### src/rtl/nvdla_nocif_arb_cfg_regfile.sv
// Configuration register file for the NOCIF read/write arbiters.
// Decodes CSB-style requests and stages weights and outstanding counts in shadow registers.
// Software commits the shadow values to the arbiter-facing outputs, and the transfer
// waits until the arbiters report idle.
module nvdla_nocif_arb_cfg_regfile #(
  parameter int unsigned NUM_RD_CLIENTS = 12,
  parameter int unsigned NUM_WR_CLIENTS = 8,
  parameter logic [7:0]  WEIGHT_RST     = 8'h01,
  parameter logic [7:0]  OS_CNT_RST     = 8'hFF
) (
  input  logic                          nvdla_core_clk,
  input  logic                          nvdla_core_rstn,
  input  logic                          req_pvld,
  output logic                          req_prdy,
  input  logic [11:0]                   req_addr,
  input  logic                          req_write,
  input  logic [31:0]                   req_wdat,
  output logic                          rsp_valid,
  input  logic                          rsp_prdy,
  output logic [31:0]                   rsp_rdat,
  output logic                          rsp_err,
  output logic [8*NUM_RD_CLIENTS-1:0]   rd_weight,
  output logic [8*NUM_WR_CLIENTS-1:0]   wr_weight,
  output logic [7:0]                    rd_os_cnt,
  output logic [7:0]                    wr_os_cnt,
  input  logic                          idle,
  output logic                          cfg_update
);

  localparam int unsigned NumRdRegs = (NUM_RD_CLIENTS + 3) / 4;
  localparam int unsigned NumWrRegs = (NUM_WR_CLIENTS + 3) / 4;

  logic [8*NUM_RD_CLIENTS-1:0] rd_shadow_q, rd_shadow_d, rd_weight_q, rd_weight_d;
  logic [8*NUM_WR_CLIENTS-1:0] wr_shadow_q, wr_shadow_d, wr_weight_q, wr_weight_d;
  logic [7:0]  rd_os_sh_q, rd_os_sh_d, wr_os_sh_q, wr_os_sh_d;
  logic [7:0]  rd_os_q, rd_os_d, wr_os_q, wr_os_d;
  logic        pending_q, pending_d;
  logic [2:0]  err_q, err_d;
  logic        rsp_valid_q, rsp_valid_d, rsp_err_q, rsp_err_d, cfg_update_q, cfg_update_d;
  logic [31:0] rsp_rdat_q, rsp_rdat_d;

  logic        accept, wr_en, transfer;
  logic [9:0]  word;
  logic [3:0]  sub;
  logic        hit_rd, hit_wr, hit_os, hit_status, hit_ctrl, hit_err;
  logic        bad_acc, set_commit;
  logic [2:0]  err_set, err_clr;
  logic [31:0] rdat;
  logic        unused_addr;

  assign unused_addr = ^req_addr[1:0];

  assign req_prdy = !rsp_valid_q | rsp_prdy;
  assign accept   = req_pvld & req_prdy;
  assign wr_en    = accept & req_write;
  assign transfer = pending_q & idle;

  assign word       = req_addr[11:2];
  assign sub        = req_addr[5:2];
  assign hit_rd     = (word[9:4] == 6'd0) && (32'(sub) < NumRdRegs);
  assign hit_wr     = (word[9:4] == 6'd1) && (32'(sub) < NumWrRegs);
  assign hit_os     = (word == 10'h020);
  assign hit_status = (word == 10'h021);
  assign hit_ctrl   = (word == 10'h022);
  assign hit_err    = (word == 10'h023);

  // Address decode: read data, shadow writes and error classification
  always_comb begin
    rd_shadow_d = rd_shadow_q;
    wr_shadow_d = wr_shadow_q;
    rd_os_sh_d  = rd_os_sh_q;
    wr_os_sh_d  = wr_os_sh_q;
    rdat        = '0;
    bad_acc     = 1'b0;
    set_commit  = 1'b0;
    err_set     = 3'b000;
    err_clr     = 3'b000;
    if (hit_rd) begin
      // Only lanes of existing clients are matched, so the rest read 0 and drop writes
      for (int c = 0; c < int'(NUM_RD_CLIENTS); c++) begin
        if (int'(sub) == c / 4) begin
          rdat[8*(c%4) +: 8] = rd_shadow_q[8*c +: 8];
          if (wr_en) rd_shadow_d[8*c +: 8] = req_wdat[8*(c%4) +: 8];
        end
      end
    end else if (hit_wr) begin
      for (int c = 0; c < int'(NUM_WR_CLIENTS); c++) begin
        if (int'(sub) == c / 4) begin
          rdat[8*(c%4) +: 8] = wr_shadow_q[8*c +: 8];
          if (wr_en) wr_shadow_d[8*c +: 8] = req_wdat[8*(c%4) +: 8];
        end
      end
    end else if (hit_os) begin
      rdat = {16'h0000, wr_os_sh_q, rd_os_sh_q};
      if (wr_en) begin
        rd_os_sh_d = req_wdat[7:0];
        wr_os_sh_d = req_wdat[15:8];
      end
    end else if (hit_status) begin
      rdat = {23'h0, idle, 7'h0, pending_q};
      if (req_write) begin
        bad_acc    = 1'b1;
        err_set[1] = 1'b1;
      end
    end else if (hit_ctrl) begin
      set_commit = req_write & req_wdat[0];
    end else if (hit_err) begin
      rdat = {29'h0, err_q};
      if (req_write) err_clr = req_wdat[2:0];
    end else begin
      bad_acc = 1'b1;
      if (req_write) err_set[0] = 1'b1;
      else           err_set[2] = 1'b1;
    end
    if (req_write) rdat = '0;
  end

  // Commit, error and response next-state
  always_comb begin
    pending_d    = pending_q;
    err_d        = err_q;
    rd_weight_d  = rd_weight_q;
    wr_weight_d  = wr_weight_q;
    rd_os_d      = rd_os_q;
    wr_os_d      = wr_os_q;
    rsp_valid_d  = rsp_valid_q;
    rsp_rdat_d   = rsp_rdat_q;
    rsp_err_d    = rsp_err_q;
    cfg_update_d = transfer;
    if (accept) begin
      // Set wins over a simultaneous clear
      err_d       = (err_q & ~err_clr) | err_set;
      rsp_valid_d = 1'b1;
      rsp_rdat_d  = rdat;
      rsp_err_d   = bad_acc;
      if (set_commit) pending_d = 1'b1;
    end else if (rsp_prdy) begin
      rsp_valid_d = 1'b0;
    end
    // Transfer uses the registered shadows; a commit write on this cycle is absorbed
    if (transfer) begin
      pending_d   = 1'b0;
      rd_weight_d = rd_shadow_q;
      wr_weight_d = wr_shadow_q;
      rd_os_d     = rd_os_sh_q;
      wr_os_d     = wr_os_sh_q;
    end
  end

  // State registers
  always_ff @(posedge nvdla_core_clk or negedge nvdla_core_rstn) begin
    if (!nvdla_core_rstn) begin
      rd_shadow_q  <= {NUM_RD_CLIENTS{WEIGHT_RST}};
      wr_shadow_q  <= {NUM_WR_CLIENTS{WEIGHT_RST}};
      rd_weight_q  <= {NUM_RD_CLIENTS{WEIGHT_RST}};
      wr_weight_q  <= {NUM_WR_CLIENTS{WEIGHT_RST}};
      rd_os_sh_q   <= OS_CNT_RST;
      wr_os_sh_q   <= OS_CNT_RST;
      rd_os_q      <= OS_CNT_RST;
      wr_os_q      <= OS_CNT_RST;
      pending_q    <= 1'b0;
      err_q        <= 3'b000;
      rsp_valid_q  <= 1'b0;
      rsp_rdat_q   <= '0;
      rsp_err_q    <= 1'b0;
      cfg_update_q <= 1'b0;
    end else begin
      rd_shadow_q  <= rd_shadow_d;
      wr_shadow_q  <= wr_shadow_d;
      rd_weight_q  <= rd_weight_d;
      wr_weight_q  <= wr_weight_d;
      rd_os_sh_q   <= rd_os_sh_d;
      wr_os_sh_q   <= wr_os_sh_d;
      rd_os_q      <= rd_os_d;
      wr_os_q      <= wr_os_d;
      pending_q    <= pending_d;
      err_q        <= err_d;
      rsp_valid_q  <= rsp_valid_d;
      rsp_rdat_q   <= rsp_rdat_d;
      rsp_err_q    <= rsp_err_d;
      cfg_update_q <= cfg_update_d;
    end
  end

  assign rsp_valid  = rsp_valid_q;
  assign rsp_rdat   = rsp_rdat_q;
  assign rsp_err    = rsp_err_q;
  assign rd_weight  = rd_weight_q;
  assign wr_weight  = wr_weight_q;
  assign rd_os_cnt  = rd_os_q;
  assign wr_os_cnt  = wr_os_q;
  assign cfg_update = cfg_update_q;

endmodule

### config.mk
export PLATFORM = sky130hd
export DESIGN_NAME = nvdla_nocif_arb_cfg_regfile
export DESIGN_NICKNAME = d
export VERILOG_FILES = /design/src/rtl/nvdla_nocif_arb_cfg_regfile.sv
export SDC_FILE = /design/constraint.sdc
export NUM_CORES = 1
export LEC_CHECK = 0
export ABC_AREA = 1
export CORE_UTILIZATION = 48
export DETAILED_ROUTE_END_ITERATION = 7
export PLACE_DENSITY_LB_ADDON = 0.3
export SETUP_SLACK_MARGIN = 0.02
export SYNTH_ARGS = -nofsm -noshare
export SYNTH_HDL_FRONTEND = slang
export SYNTH_SLANG_ARGS = --single-unit
### constraint.sdc
create_clock -name nvdla_core_clk -period 1.4 [get_ports nvdla_core_clk]
set_input_delay 0.28 -clock nvdla_core_clk [delete_from_list [all_inputs] [get_ports nvdla_core_clk]]
set_output_delay 0.28 -clock nvdla_core_clk [all_outputs]
set_load 0.01 [all_outputs]
# Word-level counts from Yosys, hierarchy flattened

Index checks and enable logic that the tools add are counted.

Magnitude comparators: 2
Eq/ne operators: 7
Muxes and demuxes: 62
Bitwise logic cells: 10
Reduce and logical (&&, ||, !) cells: 15

Operators by type and width:

| cell                  | count |
|---|---|
| $mux W8               | 20 |
| $mux W32              | 3 |
| $eq A10 B6 Y1 const B | 4 |
| $mux W3               | 12 |
| $mux W1               | 25 |
| $mux W16              | 1 |
| $reduce_and A4 Y1     | 3 |
| $mux W9               | 1 |
| $reduce_and A3 Y1     | 3 |
| $lt A4 B2 Y1 const B  | 2 |
| $eq A6 B1 Y1 const B  | 1 |
| $logic_not A6 Y1      | 1 |
| $reduce_bool A2 Y1    | 3 |
| $and A1 B1 Y1         | 4 |
| $eq A4 B2 Y1 const B  | 1 |
| $eq A4 B3 Y1 const B  | 1 |
| $logic_not A4 Y1      | 1 |
| $and A3 B3 Y3         | 1 |
| $not A3 Y3            | 1 |
| $or A3 B3 Y3          | 1 |
| $logic_and A1 B1 Y1   | 2 |
| $not A1 Y1            | 2 |
| $reduce_and A2 Y1     | 1 |
| $logic_not A1 Y1      | 1 |
| $or A1 B1 Y1          | 1 |

Flip-flop bits (word level): 391
Bits of input ports: 50
Output and inout bits: 212

# Depth between registers and ports, before layout

Depth in word-level cells: 10
Depth in mapped cells: 12
Mapped depth without buffers: 12

# Least setup slack after synthesis

Ideal clock, no wire load.

Path type: register to register
Start: register rsp_valid_q, in the netlist rsp_valid
End: register rd_shadow_q[55]
Library setup time: 0.130 ns
Arrival: 1.573 ns
Data required time: 1.270 ns
Path slack: -0.304 ns
Cell stages (with the launch flop): 8
Cell sequence: dfrtp_1 nand2_1 nand2_1 nor2_2 nand3_2 clkbuf_1 nand2_1 o21ai_1

Longest elaborated chain between the ends: 5

Ends and longest elaborated chain:

| item                               | RTL line | source |
|---|---|---|
| start, declared                    | 39       | `logic rsp_valid_q, rsp_valid_d, rsp_err_q, rsp_err_d, cfg_update_q, cfg_update_d;` |
| start signal, assigned             | 178      | `rsp_valid_q <= rsp_valid_d;` |
| $logic_not A1 Y1                   | 53       | `assign req_prdy = !rsp_valid_q \| rsp_prdy;` |
| $or A1 B1 Y1                       | 53       |  |
| via req_prdy                       | 14       | `output logic req_prdy,` |
| $and A1 B1 Y1                      | 54       | `assign accept = req_pvld & req_prdy;` |
| $and A1 B1 Y1                      | 55       | `assign wr_en = accept & req_write;` |
| $reduce_and A3 Y1 (no source line) | --       |  |
| end signal, assigned               | 153      | `rd_shadow_q <= {NUM_RD_CLIENTS{WEIGHT_RST}};` |
| end signal, assigned               | 168      | `rd_shadow_q <= rd_shadow_d;` |
| end, declared                      | 33       | `logic [8*NUM_RD_CLIENTS-1:0] rd_shadow_q, rd_shadow_d, rd_weight_q, rd_weight_d;` |

The timed path passes the listed nets, and every way through them passes these cells.
A chain may end at the register's enable or synchronous reset.

# Final worst setup path

Start: register rsp_valid_q, in the netlist rsp_valid
End: register rd_shadow_q[38]

Longest elaborated chain between the ends: 5

Ends and longest elaborated chain:

| item                               | RTL line |
|---|---|
| $logic_not A1 Y1                   | 53 |
| $or A1 B1 Y1                       | 53 |
| $and A1 B1 Y1                      | 54 |
| $and A1 B1 Y1                      | 55 |
| $reduce_and A3 Y1 (no source line) | -- |

No other way between the ends.

==> impl_metrics.json <==
{
  "irDropWorstVdd_mv": 0.8468,
  "design.die.area_um2": 34320,
  "grt_antenna_before_repair": 3,
  "yosys_register_bits": 391,
  "tritoncts": "built",
  "grt_max_degree": 95,
  "synth_top_area_share_pct": 49.53,
  "start_kind": "flip-flop",
  "synth_common_cells": "653 x nand2_1, 319 x dfrtp_1, 212 x o21ai_0",
  "synth_area_um2": 16120,
  "synth_edf_count": 0,
  "synth-main-ff-cell": "dfrtp_1",
  "synth_area_leaders": "dfrtp_1 50%, nand2_1 15%, dfstp_2 12%",
  "synth_cell_types": 28,
  "die_x_um": 185.2,
  "leakagePower_nw": 10.63,
  "pwr-share-comb_pct": 4.9,
  "rows": 66,
  "insertion_delay_ns": 0.54,
  "routedWlPerCell_um": 19.12,
  "path_clk_slew_ns": 0.06,
  "crit_path_end_kind": "flip-flop",
  "drt_iter0_markers": 1212,
  "status": "finished with violations",
  "boundaryPins": 262,
  "yosysTopAreaCell": "dfrtp_1",
  "nets": 2253,
  "slew_headroom_pct": 72.83,
  "finalPower_w": 0.02307,
  "synthToLayoutAreaGrowth_pct": 36.56,
  "dp_worst_setup_slack_ns": -0.9217,
  "io_buffers": 259,
  "sequentialPowerShare_pct": 49.2,
  "drc_errors": 0,
  "period_minus_slack_ns": 1.542,
  "grt_overflow": 0,
  "rsz0062_at_grt": "yes",
  "cts_max_path_buffers": 3,
  "grt_pass1_wl_mm": 76.33,
  "dr.pass1.iters": 5,
  "hold_violations": 0,
  "place.gp.congestion": 0.9250,
  "timing.max_cap.violations": 0,
  "clkPwrFrac_pct": 45.9,
  "place_inst": 2534,
  "numCtsBuffers": 40,
  "finalSetupViolations": 212,
  "cp.required_ns": 1.80,
  "fin_skew_ns": 0.01683,
  "r2r-start": "rsp_valid",
  "synthArstFlopShare_pct": 100.0,
  "multi_input_area_um2": 5777,
  "synthCells": 1834,
  "clock_sinks": 391,
  "worstRegToRegCells": 8,
  "gr-usage-all-layers_pct": 29.19,
  "worst_pin_slew_ns": 0.4076,
  "crit_end": "rd_shadow_q[38]",
  "critical_path_class": "flip-flop to flip-flop",
  "drt-total-wl_mm": 51.19,
  "power.density_nw_per_um2": 1048,
  "clock.fmax_mhz": 648.7,
  "drive_gt1_share_pct": 29.53,
  "violations": "setup timing",
  "internal-power_w": 0.01797,
  "syn_avg_cell_area_um2": 8.788,
  "num-fill-cells": 2554,
  "crit_start": "rsp_valid",
  "synth_fp_nets": 1884,
  "period_share_pct": 110.1,
  "grt_pass1_vias": 13920,
  "core_area_um2": 32780,
  "route.vias.total": 14270,
  "cts_root_buf": "clkbuf_16",
  "cp.arrival_ns": 1.94,
  "seq_area_frac_synth_pct": 61.26,
  "htree_levels": 2,
  "crit_path_max_fanout": 6,
  "reg2reg_to": "rd_shadow_q[38]",
  "synth.most_common_cell": "nand2_1",
  "rrSetupSlack_ns": -0.14,
  "post-route-util_pct": 67.14,
  "switching_power_w": 0.005096,
  "viasPerCell": 5.328,
  "switching_share_pct": 22.09,
  "dpl.hpwl_mm": 34.74,
  "finalMaxSlewViolations": 0,
  "ant_nets": 0,
  "chipHeight_um": 185.2,
  "yosysWarnings": 0,
  "worstHoldPathType": "input pin to async pin",
  "regArea_um2": 9874,
  "initial_utilization_pct": 49.16,
  "fin_ws_ns": -0.1417,
  "stdcell_count": 2678
}
[area by class of cell]
class	instances	area share, %
repair buffers	430	17.43
diodes	1	0.01137
clock inverters	12	0.6708
flip-flops and latches	391	44.86
clock buffers	62	5.202
well taps	442	2.513
inverters	174	3.064
multi-input cells	1166	26.25
[how the worst min path moves through the flow]
stage	start	endpoint	slack (ns)	cells after the start
2_1_floorplan	nvdla_core_rstn	cfg_update	-0.02	0
3_3_place_gp	nvdla_core_rstn	wr_shadow_q[52]	0.15	1
3_5_place_dp	nvdla_core_rstn	wr_shadow_q[52]	0.15	1
4_1_cts	nvdla_core_rstn	wr_shadow_q[34]	0.21	2
5_1_grt	nvdla_core_rstn	wr_shadow_q[52]	0.21	2
6_report	nvdla_core_rstn	wr_shadow_q[52]	0.21	2
[metrics by stage]
stage	hold slack (ns)	TNS, ns	area [um2]
5_1_grt	0.2113	-21.57	22010
6_report	0.2099	-11.96	22010
3_5_place_dp	0.1497	-183.99	20150
2_1_floorplan	-0.01559	-25.22	16420
4_1_cts	0.2068	-7.508	21150
3_3_place_gp	0.1500	-175.45	20150
[layer usage]
metal	GRT usage, %	vias up	wire length [um]
li1	-	6630	-
met1	35.82	6884	19800
met2	50.25	624	25310
met3	5.997	127	3993
met4	11.57	4	2051
met5	0	-	32
[cell families (layout without fill, tap and decap cells)]
family	after synthesis	count (layout)	synth area share (%)
AND/OR/NAND/NOR	745	746	18.51
AO/OA/AOI/OAI	420	420	13.57
flip-flops	391	391	61.26
buffers and inverters	278	678	6.653
other	0	1	0
[power groups by stage]
stage          Sequential [W]  Combinational [W]  Clock (W)
2_1_floorplan          0.0116           0.000249          0
3_3_place_gp           0.0116           0.000973          0
3_5_place_dp           0.0116           0.000983          0
4_1_cts                0.0114            0.00105     0.0107
5_1_grt                0.0113            0.00122     0.0112
6_report               0.0114            0.00113     0.0106
[sequential cells by signal, indices dropped and copies added, names as in the netlist]
| signal | count |
|---|---|
| rd_weight | 96 |
| rsp_rdat | 32 |
| pending_q | 1 |
| rd_os_cnt | 8 |
| rsp_err | 1 |
| wr_os_sh_q | 8 |
| wr_shadow_q | 64 |
| rsp_valid | 1 |
| rd_shadow_q | 96 |
| rd_os_sh_q | 8 |
| wr_weight | 64 |
| cfg_update | 1 |
| err_q | 3 |
| wr_os_cnt | 8 |
[critical path: stages (launching register included)]
cell       delay (ns)
dfrtp_1          0.39
nand2_2          0.11
nand2_4          0.08
nor2_4           0.15
buf_12           0.15
nand3_4          0.18
clkbuf_16        0.24
nand2_2          0.06
o21ai_1          0.06
[cells in the final DEF (no fill, tap or decap), types with 14 or more instances in the layout]
cell / n
a21oi_1: 14
buf_6: 72
clkbuf_16: 45
nand3_1: 42
nand2_1: 592
nand2_2: 45
clkdlybuf4s50_1: 36
buf_4: 103
inv_1: 166
clkbuf_1: 17
dfstp_2: 72
buf_12: 41
o21ai_2: 36
nor2_1: 15
o21ai_1: 167
buf_2: 159
dfrtp_1: 319
o22ai_1: 34
nand2_4: 18
o21ai_0: 147
[timing repair]
item                                   4_1_cts  5_1_grt
endpoints found under the hold margin      177        0
gates resized for setup                    963      191
hold buffers                                 1        0
gates cloned                                 3        7
pin swaps                                   16       37
setup endpoints to repair                  427      324
buffers inserted                            35       25
No activity file was read; power rests on OpenSTA's default activity.
